**src/rtl/dcache_ctrl.sv**
```systemverilog
// ---------------------------------------------------------------------------
// dcache_ctrl : direct-mapped, write-through, no-write-allocate data cache
//               controller with one 32-bit word per line.
//
// Ports
//   clk, nrst                 clock, asynchronous active-low reset
//   core_req/core_we/core_addr/core_wdata   core request (held until ready)
//   core_rdata, core_ready    load data / request-complete strobe
//   flush                     invalidate every line
//   mem_en/mem_we/mem_addr/mem_din  backing RAM port (word addressed)
//   mem_dout                  RAM read data, one cycle after a read enable
//   hit_count, miss_count     saturating load hit / miss counters
// ---------------------------------------------------------------------------
module dcache_ctrl #(
   parameter int ADDR_WIDTH = 11,
   parameter int INDEX_BITS = 4
) (
   input  logic                  clk,
   input  logic                  nrst,
   input  logic                  core_req,
   input  logic [3:0]            core_we,
   input  logic [31:0]           core_addr,
   input  logic [31:0]           core_wdata,
   output logic [31:0]           core_rdata,
   output logic                  core_ready,
   input  logic                  flush,
   output logic                  mem_en,
   output logic [3:0]            mem_we,
   output logic [ADDR_WIDTH-1:0] mem_addr,
   output logic [31:0]           mem_din,
   input  logic [31:0]           mem_dout,
   output logic [31:0]           hit_count,
   output logic [31:0]           miss_count
);

   localparam int LINES    = 1 << INDEX_BITS;
   localparam int TAG_BITS = ADDR_WIDTH - INDEX_BITS;

   typedef enum logic [0:0] {
      ST_IDLE      = 1'b0,
      ST_MISS_WAIT = 1'b1
   } state_e;

   // Byte-lane merge of store data into an existing line word.
   function automatic logic [31:0] merge_bytes(input logic [31:0] old_word,
                                               input logic [31:0] new_word,
                                               input logic [3:0]  be);
      logic [31:0] res;
      res = old_word;
      for (int b = 0; b < 4; b++) begin
         if (be[b]) begin
            res[8*b +: 8] = new_word[8*b +: 8];
         end else begin
            res[8*b +: 8] = old_word[8*b +: 8];
         end
      end
      return res;
   endfunction

   state_e                state_q, state_d;
   logic [LINES-1:0]      valid_q;
   logic [TAG_BITS-1:0]   tag_q  [LINES];
   logic [31:0]           data_q [LINES];
   logic [31:0]           hit_count_q, miss_count_q;

   logic [ADDR_WIDTH-1:0] word_addr_s;
   logic [INDEX_BITS-1:0] index_s;
   logic [TAG_BITS-1:0]   tag_s;
   logic                  is_load_s, hit_s;
   logic                  hit_inc_s, miss_inc_s, fill_s, store_hit_s, flush_s;
   logic                  unused_addr_s;

   assign word_addr_s   = core_addr[ADDR_WIDTH+1:2];
   assign index_s       = word_addr_s[INDEX_BITS-1:0];
   assign tag_s         = word_addr_s[ADDR_WIDTH-1:INDEX_BITS];
   assign is_load_s     = (core_we == 4'b0000);
   assign hit_s         = valid_q[index_s] && (tag_q[index_s] == tag_s);
   assign unused_addr_s = ^{core_addr[31:ADDR_WIDTH+2], core_addr[1:0]};

   assign hit_count  = hit_count_q;
   assign miss_count = miss_count_q;

   // Next-state and combinational outputs; everything is gated off while
   // nrst is low so the RAM port and core handshake are quiet in reset.
   always_comb begin
      state_d     = state_q;
      core_ready  = 1'b0;
      core_rdata  = data_q[index_s];
      mem_en      = 1'b0;
      mem_we      = 4'b0000;
      mem_addr    = word_addr_s;
      mem_din     = core_wdata;
      hit_inc_s   = 1'b0;
      miss_inc_s  = 1'b0;
      fill_s      = 1'b0;
      store_hit_s = 1'b0;
      flush_s     = 1'b0;
      if (!nrst) begin
         state_d = ST_IDLE;
      end else begin
         case (state_q)
            ST_IDLE: begin
               if (flush) begin
                  // Flush has priority: the request waits for the next cycle.
                  flush_s = 1'b1;
               end else if (core_req) begin
                  if (!is_load_s) begin
                     mem_en      = 1'b1;
                     mem_we      = core_we;
                     core_ready  = 1'b1;
                     store_hit_s = hit_s;
                  end else if (hit_s) begin
                     core_ready = 1'b1;
                     hit_inc_s  = 1'b1;
                  end else begin
                     mem_en     = 1'b1;
                     miss_inc_s = 1'b1;
                     state_d    = ST_MISS_WAIT;
                  end
               end else begin
                  state_d = ST_IDLE;
               end
            end
            ST_MISS_WAIT: begin
               // Request fields are still held, so index/tag remain valid here.
               core_ready = 1'b1;
               core_rdata = mem_dout;
               fill_s     = 1'b1;
               flush_s    = flush;
               state_d    = ST_IDLE;
            end
            default: begin
               state_d = ST_IDLE;
            end
         endcase
      end
   end

   // State, valid bits and counters (reset-cleared).
   always_ff @(posedge clk or negedge nrst) begin
      if (!nrst) begin
         state_q      <= ST_IDLE;
         valid_q      <= '0;
         hit_count_q  <= 32'd0;
         miss_count_q <= 32'd0;
      end else begin
         state_q <= state_d;
         // A flush during the fill wins, so the filled line ends invalid.
         if (flush_s) begin
            valid_q <= '0;
         end else if (fill_s) begin
            valid_q[index_s] <= 1'b1;
         end else begin
            valid_q <= valid_q;
         end
         if (hit_inc_s && (hit_count_q != 32'hFFFF_FFFF)) begin
            hit_count_q <= hit_count_q + 32'd1;
         end else begin
            hit_count_q <= hit_count_q;
         end
         if (miss_inc_s && (miss_count_q != 32'hFFFF_FFFF)) begin
            miss_count_q <= miss_count_q + 32'd1;
         end else begin
            miss_count_q <= miss_count_q;
         end
      end
   end

   // Line tags and data; intentionally not reset, validity lives in valid_q.
   always_ff @(posedge clk) begin
      if (fill_s) begin
         tag_q[index_s]  <= tag_s;
         data_q[index_s] <= mem_dout;
      end else if (store_hit_s) begin
         data_q[index_s] <= merge_bytes(data_q[index_s], core_wdata, core_we);
      end else begin
         data_q[index_s] <= data_q[index_s];
      end
   end

endmodule

```
**config.mk**
```make
export PLATFORM = sky130hd
export DESIGN_NAME = dcache_ctrl
export DESIGN_NICKNAME = d
export VERILOG_FILES = /design/src/rtl/dcache_ctrl.sv
export SDC_FILE = /design/constraint.sdc
export NUM_CORES = 1
export LEC_CHECK = 0
export ABC_AREA = 1
export CORE_MARGIN = 1
export CORE_UTILIZATION = 45
export CTS_CLUSTER_DIAMETER = 200
export CTS_CLUSTER_SIZE = 30
export DETAILED_ROUTE_END_ITERATION = 6
export PLACE_DENSITY = 0.67
export SYNTH_ARGS = -nofsm -noshare
export SYNTH_HDL_FRONTEND = slang
export SYNTH_SLANG_ARGS = --single-unit
```
**constraint.sdc**
```tcl
create_clock -name clk -period 2.3 [get_ports clk]
set_input_delay 0.46 -clock clk [delete_from_list [all_inputs] [get_ports clk]]
set_output_delay 0.46 -clock clk [all_outputs]
set_load 0.05 [all_outputs]
```
; Yosys cells after proc, flatten, opt, wreduce, memory -nomap -nowiden
; Memory sizes are Yosys's and may differ from the RTL's.
; Index checks and enable logic that the tools add are counted.
; Widths: inputs -> output; s select.
[classes]
addsub = 2
magnitude_cmp = 2
eq_ne = 3
muxes = 69
bitwise_logic = 4
reduce_logical = 6
[ops]
columns = operator, n
row1 = $mux 32, 4
row2 = $mux 8, 12
row3 = $add 32x1->32 const B, 2
row4 = $ne 32x32->1 const B, 2
row5 = $mux 1, 41
row6 = $mux 16, 2
row7 = $mux 4, 5
row8 = $or 16x16->16, 1
row9 = $eq 7x7->1, 1
row10 = $pmux 1 s2, 3
row11 = $lt 4x5->1 const B, 1
row12 = $bmux 1 s4, 1
row13 = $demux 1 s4, 1
row14 = $ge 4x1->1 const B, 1
row15 = $logic_and 1x1->1, 4
row16 = $logic_not 4->1, 1
row17 = $or 1x1->1, 2
row18 = $reduce_bool 2->1, 1
row19 = $not 1->1, 1
[word_totals]
register_bits = 81
ramBits = 624
input_bits = 104
out_inout_bits = 145
wordCells = 92
n_memories = 2
[memory_table]
columns = memory, words, width, rd, rd_clocked_by_memory_dff, write_ports, line
row1 = data_q, 16, 32, 1, 0, 1, 63  ; logic [31:0] data_q [LINES];
row2 = tag_q, 16, 7, 1, 0, 1, 62  ; logic [TAG_BITS-1:0] tag_q [LINES];

; Longest topological paths before layout
; Gate-level depths: netlist of the first run.
[depth]
ltp_word = 13
depth_mapped = 21
mapped_depth_nobuf = 18

; Least setup slack after synthesis of the first run
; Ideal clock, no wire load.
[synth_path]
path_type = in2reg
startpoint = input core_addr[2]
endpoint = memory tag_q[5][0] in the netlist's numbering (enable)
setup_time_ns = 0.321
arrival_ns = 3.429
required_time_ns = 1.979
path_slack_ns = -1.450
path_stages = 11
n_path_buf = 5
path_cell_list = buf_4 -> inv_4 -> buf_4 -> nor2_2 -> buf_4 -> buf_4 -> clkbuf_1 -> inv_1 -> nor2_1 -> nand2_1 -> inv_1
[synth_rtl]
columns = element, line
row1 = start: declaration, 22  ; input logic [31:0] core_addr,
row2 = end: declaration, 62
; Straight into the memory's write port.

; Worst setup path after layout of the first run
[layout_path]
startpoint = input core_addr[2]
endpoint = output core_rdata[31]
[layout_between]
elab_chain_cells = 3
[layout_lines]
columns = element, line
row1 = $mem_v2 16x32 *, n/a
row2 = $mux 32, 101  ; case (state_q)
row3 = $mux 32 *, 98  ; if (!nrst) begin
row4 = end: declaration, 24  ; output logic [31:0] core_rdata,
; Mark *: on every way between the ends. The rest lies on a longest branch, timed or not.

==> impl_summary.md, run 1 <==
Critical path
The kind of cell with the highest combined delay along the critical path is buffers and inverters. Along the worst path, the maximum fanout reaches 10. The signal on the critical path passes through buf_12 -> clkinv_8 -> buf_12 -> buf_12 -> nand2_8 -> inv_16 -> buf_6 -> buf_16 -> buf_12 -> a22oi_2 -> a21oi_1 -> or2_1 -> nor3_2 -> o21a_2 -> inv_2 -> buf_12.

The cell type with the highest occurrence count on the critical path is sky130_fd_sc_hd__buf_12. For this run, the slowest stage of the critical path takes 240 ps. The launching element type of the critical path is an input pin. The required time at the endpoint of the critical path is 1840 ps. The number of buffer and inverter stages on the critical path is 10.

The critical path is of the input pin to output pin type. Among all stages on the critical path, the largest delay is contributed by sky130_fd_sc_hd__o21a_2. The worst setup path is captured at an output pin. Data arrives at the worst endpoint at 2650 ps.

Global routing
The busiest metal layer after global routing is met2. For met3 alone, demand over resource in global routing was 4.00%. The overall global routing resource usage is 27.4%. The global-route wire length before repair is 142,000 µm. Entering global routing, the biggest net connects 68 pins. Global routing used 45.4% of the available met2 tracks. The residual overflow from global routing is 0. The initial antenna violation count is 0. For this run, global-route usage on met1 was measured as 37.8%.

The number of global-route vias before repair is 23,100.

Yosys
The sequential fraction of the synthesis area is 68.2%. The count of flip-flops with a built-in enable after synthesis is 624. Counting instances in the post-synthesis netlist gives the leading cell types as 710 x sky130_fd_sc_hd__nand2_1, 624 x sky130_fd_sc_hd__edfxtp_1, 256 x sky130_fd_sc_hd__a22oi_1. The number of synthesis warnings is 0. The cell with the most instances after synthesis is sky130_fd_sc_hd__nand2_1. The largest family of logic cells by synthesized area is simple AND/OR/NAND/NOR gates.

Counting every instance in the synthesized netlist gives 2,637. The unique cell type count in the Yosys netlist is 36. Dividing the synthesized area by the synthesized cell count gives 11.5 µm². The share of the synthesized area in the top cell type is 61.5%.

The most used flip-flop cell after synthesis is sky130_fd_sc_hd__edfxtp_1. The netlist area before placement is 30,500 µm². The adder-cell share of the synthesized area is 0.0822%. The xor and xnor fraction of the mapped netlist area is 1.73%. The largest area contributor in the synthesized netlist is sky130_fd_sc_hd__edfxtp_1. In the synthesized netlist, mux cells make up 0% of the area. Summing the areas of all and, or, nand and nor instances in the mapped netlist gives 14.8% of the synthesized area.

The number of nets handed over by synthesis was 2,743. The share of synthesized registers carrying an async set or reset is 11.5%. The fraction of the mapped netlist area in compound gates is 10.2%. The number of synthesized register bits is 705.

In the post-synthesis netlist, the biggest area contributors are sky130_fd_sc_hd__edfxtp_1 62%, sky130_fd_sc_hd__nand2_1 8.8%, sky130_fd_sc_hd__dfrtp_1 6.7%.

Clock network
The clock drives 705 sinks. CTS built an H-tree with a depth of 1. The total CTS buffers is 27. TritonCTS built the clock tree.

After clock tree synthesis, the clock-pin slew on the worst setup and hold paths is 120 ps. The master cell of the clock root buffer is sky130_fd_sc_hd__clkbuf_16. The buffer depth of the longest clock path is 3.

The clock latency of the later-clocked register in the worst-skew pair is 650 ps.

Timing
The final hold violation count is 0. The number of setup violations in the final report is 659. The total count of max-transition violations in the final report was 0.

The worst path setup slack after routing is -808 ps. The transition time of the tightest slew-check pin is 914 ps. The smallest clock period supported by the final layout is computed as 3110 ps. On the final layout, the worst hold slack is 167 ps.

The setup TNS after final layout is -241,260 ps. Setup repair after global routing could not meet its margin everywhere. Dividing the final minimum period by the clock period gives 135%. Across the routed clock network, the largest skew measured is 30.7 ps. The maximum clock frequency is 322 MHz. The worst pin sits at a relative slew slack of 39.0%.

Drt
The total number of vias is 24,200. The number of vias per cell after detailed routing is 5.87. For this run, design rule violations remaining after detail routing come to 1. The final layout contains routed wiring with a total length of 100,000 µm.

The detailed router's first-iteration violation count is 2,684. In the final routed layout, each cell accounts on average for 24.3 µm. The pre-antenna-repair detailed-routing pass consisted of 7 iterations. The detail route stage leaves a number of antenna-violating nets equal to 0.

Pwr
The static leakage power is 15.8 nW. The power per cell area is 592 nW/µm². The worst vdd rail ir drop is 0.564 mV.

Finish
The post-route netlist has 34.5% of its cells at a drive strength greater than 1. The number of antenna diodes in the final layout is 0. The post-synthesis to final-layout area growth is 41.2%. The post-layout net count is 3,335.

Status
The checks that failed: DRC, setup timing. The flow ran to the end, but the final reports show violations.

Die
The x dimension of the die is 262 µm. For this configuration, the core starts out at a cell density of 45.4%. The die footprint is 68,700 µm². The row count is 95. The floorplan step set the die height to 262 µm.

The floorplan core area is 67,000 µm². The number of ports placed on the die boundary is 249.

Place
Routability-driven placement finished with a final weighted congestion of 0.928. Buffers placed on the I/O ports in this run total 227. The final HPWL from detailed placement is 57,000 µm.

Flow run
The reported max-cap violation count is 0.

Worst hold path
The worst hold path belongs to the class input pin to async pin.
[tightest hold or removal path, stage by stage]
cell,delay (ps)
sky130_fd_sc_hd__buf_4,120
sky130_fd_sc_hd__buf_12,100
sky130_fd_sc_hd__buf_4,690
[logic make-up after synthesis]
kind of cell             Yosys count
XOR/XNOR                          60
AO/OA/AOI/OAI                    476
buffers and inverters            334
flip-flops                       705
adder cells (fa/ha/maj)            2
AND/OR/NAND/NOR                 1060
[layout make-up]
type / count / area (µm²)
clock buffers: 48 / 754
clock inverters: 2 / 36.3
fillers: 4759 / 24100
inverters: 156 / 908
multi-input cells: 1598 / 10500
flip-flops and latches: 705 / 20800
well taps: 873 / 1090
repair buffers: 716 / 8700
repair inverters: 25 / 205
[layer usage]
metal / vias up / share of wire (%)
li1: 10600 / -
met1: 12100 / 39
met2: 1364 / 48
met3: 216 / 9.2
met4: 0 / 3.4
met5: - / 0
[placed cells by master (no fill, tap or decap), drive strengths merged, types with 81 or more instances in the layout]
cell type      count
dfrtp             81
a22oi            256
nand2            711
buf              562
edfxtp           624
inv              110
nor2             105
clkdlybuf4s50    141
a21oi            142
nand4             84
[power by group]
group          switching [mW]  total [mW]  leakage [nW]  internal [mW]
logic                    2.74        4.78          8.59           2.04
clock network            3.89        6.19         0.375           2.30
registers              0.0844        14.5          6.84           14.4
[worst paths after layout]
| kind | from | to | slack (ps) | cells after the start |
|---|---|---|---|---|
| setup reg to reg | tag_q[2][3]$_DFFE_PP_ | data_q[0][25]$_DFFE_PP_ | -570 | 23 |
| min in group clk | nrst | valid_q[7]$_DFFE_PN0P_ | 290 | 4 |
| max in group asynchronous | nrst | hit_count[8]$_DFFE_PN0P_ | 1540 | 3 |
| hold / removal | nrst | miss_count[1]$_DFFE_PN0P_ | 170 | 3 |
| setup / recovery | core_addr[2] | core_rdata[31] | -810 | 16 |
| hold reg to reg | valid_q[7]$_DFFE_PN0P_ | valid_q[7]$_DFFE_PN0P_ | 510 | 1 |
[sequential cells by signal, summed over array words and instances, names as in the netlist]
name and cells:
state_q 1, hit_count 32, tag_q 112, valid_q 16
data_q 512, miss_count 32
[what timing repair did]
| item | 4_1_cts | 5_1_grt |
|---|---|---|
| hold endpoints to repair | 14 | 0 |
| hold buffers | 1 | 0 |
| cloned | 31 | 33 |
| resized for setup | 319 | 398 |
| setup endpoints to repair | 646 | 678 |
| pin swaps | 171 | 155 |
| buffers inserted | 106 | 61 |
[per-stage QoR]
stage	instance area, µm²	cells	worst slack [ps]	total power [mW]	utilization, %
floorplan	31200	2637	-286	16.5	-
global placement	37600	3877	-1120	18.3	56.1
detailed placement	37600	3877	-1150	18.4	56.1
CTS	41200	4060	-664	24.9	61.5
global route	43000	4123	-835	26.0	64.1
finish	43000	4123	-808	25.4	64.1
No activity file was read; power rests on OpenSTA's default activity.
==> inputs of run 2 (changes only) <==
--- a/config.mk
+++ b/config.mk
@@ -6,12 +6,13 @@
 export NUM_CORES = 1
 export LEC_CHECK = 0
 export ABC_AREA = 1
+export CORE_ASPECT_RATIO = 1.4
 export CORE_MARGIN = 1
 export CORE_UTILIZATION = 45
 export CTS_CLUSTER_DIAMETER = 200
 export CTS_CLUSTER_SIZE = 30
 export DETAILED_ROUTE_END_ITERATION = 6
-export PLACE_DENSITY = 0.67
+export PLACE_DENSITY = 0.72
 export SYNTH_ARGS = -nofsm -noshare
 export SYNTH_HDL_FRONTEND = slang
 export SYNTH_SLANG_ARGS = --single-unit
==> constraint.sdc (replaced) <==
create_clock -name clk -period 2.3 [get_ports clk]
set_input_delay 0.345 -clock clk [delete_from_list [all_inputs] [get_ports clk]]
set_output_delay 0.345 -clock clk [all_outputs]
set_load 0.05 [all_outputs]
==> run 2 against run 1 <==
  * The flow finishes with violations (setup timing)
  * Flip-flop and latch count stayed put
  * Combinational power hardly changed
  * Via count is 3.0% higher
  * Critical path depth is 1 lower
  * Largest power group unchanged
==> impl_summary.md, run 2 (synthesis gave the netlist of run 1 again) <==
Critical path
The critical path data arrival time is 2650 ps (about the same). The worst setup path is of the flip-flop to output pin kind. The required time at the endpoint of the critical path is 1960 ps (+120 ps). The startpoint identified for the worst register-to-register timing path is tag_q[8][2]$_DFFE_PP_. STA classifies the critical path startpoint as a flip-flop.

The worst reg-to-reg setup slack was -600 ps (-30 ps). The worst register-to-register path ends at data_q[12][27]$_DFFE_PP_. The maximum fanout along the worst path came to 2 (-8).

The endpoint type of the worst setup path is an output pin. The depth of the worst register-to-register path is 25 (+8.7%).

Drt
The length of the first detailed-routing pass in iterations came to 6 (-1). The final routed wirelength across all metal layers is 106,000 µm (+6.1%). The number of vias per cell after detailed routing is 6.06 (+3.2%). The number of remaining DRC errors is 0 (-1). The count of nets left with antenna violations after detail routing is 0 (unchanged).

The total number of vias is 24,900 (+3.0%). The final routed wire length divided by cell count is 25.9 µm (+6.3%). The detailed router's first-iteration violation count is 2,892 (+7.7%).

Timing
The worst path setup slack after routing is -697 ps (+111 ps). The worst slack on hold paths is 413 ps (+246 ps). The final hold violation count came to 0 (unchanged). The post-route clock period utilization is 130% (-4.8 points). The total count of max-transition violations in the final report is 0 (unchanged). The transition time of the tightest slew-check pin is 1080 ps (+168 ps). The setup TNS after final layout is -231,550 ps (+9700 ps).

The clock period minus worst slack is 3000 ps (-111 ps). The number of setup violations in the final report is 653 (-0.91%). Setup repair after global routing could not meet its margin everywhere. The relative max-transition margin is 27.1% (-12 points).

The maximum clock frequency is 334 MHz (+3.7%). The worst clock skew was 46.0 ps (+15.2 ps).

Pwr
The net switching power figure was 6.71 mW (about the same). The internal power consumption is 18.7 mW (about the same). The power per cell area came to 602 nW/µm² (+1.7%). The clock power share came to 24.3% (about the same). The power share of the combinational group is 18.8% (about the same). The static leakage power is 15.8 nW (-0.25%).

The sequential group share of total power is 56.9% (about the same). The share of total power consumed by net switching is 26.4% (about the same). The worst vdd rail ir drop is 0.662 mV (+17%).

Clock network
The CTS clock-pin slew for the worst setup and hold paths is 130 ps (about the same). The clock latency of the later-clocked register in the worst-skew pair came to 660 ps (about the same). The number of levels in the clock H-tree is 1 (unchanged). The number of sinks on the clock net was 705 (unchanged). The buffer depth of the longest clock path was 3 (unchanged).

TritonCTS built the clock tree. The master cell of the clock root buffer is sky130_fd_sc_hd__clkbuf_16. The total CTS buffers came to 27 (unchanged).

Die
The starting utilization of the core area came to 45.6% (+0.13 points). The vertical die dimension is 310 µm (+18%). The floorplan core area is 66,800 µm² (-0.29%). The x dimension of the die is 222 µm (-15%). The number of ports placed on the die boundary is 249 (unchanged). The row count was 112 (+18%). The die footprint is 68,700 µm² (about the same).

Finish
The ratio of cells with drive above 1 in the final layout is 32.8% (-1.8 points). The largest register by flop count is data_q. The post-layout net count is 3,343 (+0.24%).

The most frequent standard cell in the layout excluding fill and tap cells is sky130_fd_sc_hd__nand2_1. The non-filler instance count after layout is 4,115 (-0.19%). The core utilization of the finished layout is 63.2% (-0.95 points). The post-synthesis to final-layout area growth is 38.7%. The largest registers in the layout are data_q: 512 flops, tag_q: 112 flops. The flip-flop count of the largest register after layout is 512 (unchanged). The library cells used most frequently in the layout, excluding fill and tap cells, are 649 x sky130_fd_sc_hd__nand2_1, 624 x sky130_fd_sc_hd__edfxtp_1, 349 x sky130_fd_sc_hd__buf_4.

Place
The cell count after placement is 3,837 (-1.0%). The final HPWL from detailed placement is 57,100 µm (+0.26%). The placer's final routability congestion estimate is 0.932 (+0.51%). The count of input and output buffers is 227 (unchanged).

Global routing
The global-route wire length before repair is 147,000 µm (+3.5%). The overall global routing resource usage is 28.4% (+0.99 points). The number of global-route vias before repair is 24,000 (+3.8%). The maximum number of pins on one net before global-route repair was 67 (-1.5%). The residual overflow from global routing came to 0 (unchanged). The initial antenna violation count is 0 (unchanged).

Flow run
The reported max-cap violation count is 0 (unchanged).

Worst hold path
The path class of the lowest-slack min-delay path is input pin to async pin.

Status
The final reports fail on setup timing. The run finished, with violations left.
-- run 2: changes by cell type in the layout (fill, tap and decap cells not counted), moves of 8 or more --
cell                         change
sky130_fd_sc_hd__inv_2          +17
sky130_fd_sc_hd__a21oi_2        -15
sky130_fd_sc_hd__a22oi_1        +31
sky130_fd_sc_hd__nand2_1         +8
sky130_fd_sc_hd__a22oi_2        -31
sky130_fd_sc_hd__buf_4          +28
sky130_fd_sc_hd__nand3_4        -10
sky130_fd_sc_hd__a21oi_1        +15
sky130_fd_sc_hd__buf_12         -19
sky130_fd_sc_hd__clkinvlp_4     -16
-- run 2: metrics by stage --
step	instance area (µm²)	setup slack, ps	power, mW
2_1_floorplan	30800	-315	16.4
3_3_place_gp	36700	-1300	18.1
3_5_place_dp	36700	-1280	18.2
4_1_cts	40600	-650	24.8
5_1_grt	42200	-807	25.9
6_report	42200	-697	25.4
-- run 2: cell type report --
class	count	area (µm²)
timing repair buffer	730	8550
sequential	705	20800
tap	855	1070
timing repair inverter	19	145
inverter	156	813
multi-input combinational	1598	10100
antenna	2	5.00
fill	4531	24600
clock buffer	48	754
clock inverter	2	36.3
-- run 2: how the worst max path moves through the flow --
stage                                    end  slack, ps  cells past startpoint                    from
global placement     data_q[2][11]$_DFFE_PP_      -1300                     16            core_addr[3]
global route                      core_ready       -810                     15  tag_q[15][1]$_DFFE_PP_
finish                            core_ready       -700                     15  tag_q[15][1]$_DFFE_PP_
CTS                                   mem_en       -650                     16  tag_q[15][3]$_DFFE_PP_
detailed placement  data_q[12][11]$_DFFE_PP_      -1280                     16            core_addr[3]
floorplan             tag_q[14][0]$_DFFE_PP_       -320                      6            core_addr[4]
-- run 2: what timing repair did --
item,in CTS,in global routing
hold buffers,1,0
setup buffers,137,52
gates cloned,30,23
pin swaps,143,162
gates resized for setup,359,296
endpoints found under the setup margin,662,676
endpoints found under the hold margin,28,0
-- run 2: routing by layer --
metal | track usage, % | vias up | routed length [µm]
li1 | - | 10600 | -
met2 | 49.1 | 1899 | 52300
met5 | 0 | - | 0
met1 | 34.8 | 12000 | 35700
met4 | 14.4 | 0 | 6820
met3 | 4.28 | 464 | 11700
-- run 2: power by group through the flow --
stage | registers, mW | logic [mW] | clock network [mW]
6_report | 14.5 | 4.77 | 6.18
5_1_grt | 14.5 | 4.93 | 6.53
4_1_cts | 14.5 | 4.19 | 6.11
3_5_place_dp | 14.7 | 3.43 | 0
3_3_place_gp | 14.7 | 3.38 | 0
2_1_floorplan | 14.7 | 1.67 | 0
-- run 2: critical path, cell delays in order, from the launching register on --
cell,delay (ps)
sky130_fd_sc_hd__edfxtp_1,430
sky130_fd_sc_hd__nand2_1,80
sky130_fd_sc_hd__nand2_1,60
sky130_fd_sc_hd__nand2_1,50
sky130_fd_sc_hd__nand2_1,50
sky130_fd_sc_hd__nand2_1,70
sky130_fd_sc_hd__nand2_2,70
sky130_fd_sc_hd__nor2_2,140
sky130_fd_sc_hd__nor2_2,60
sky130_fd_sc_hd__buf_4,150
sky130_fd_sc_hd__nor2_2,110
sky130_fd_sc_hd__nand2_2,80
sky130_fd_sc_hd__nor2_4,250
sky130_fd_sc_hd__nor2_4,80
sky130_fd_sc_hd__o21ai_4,160
sky130_fd_sc_hd__buf_8,160
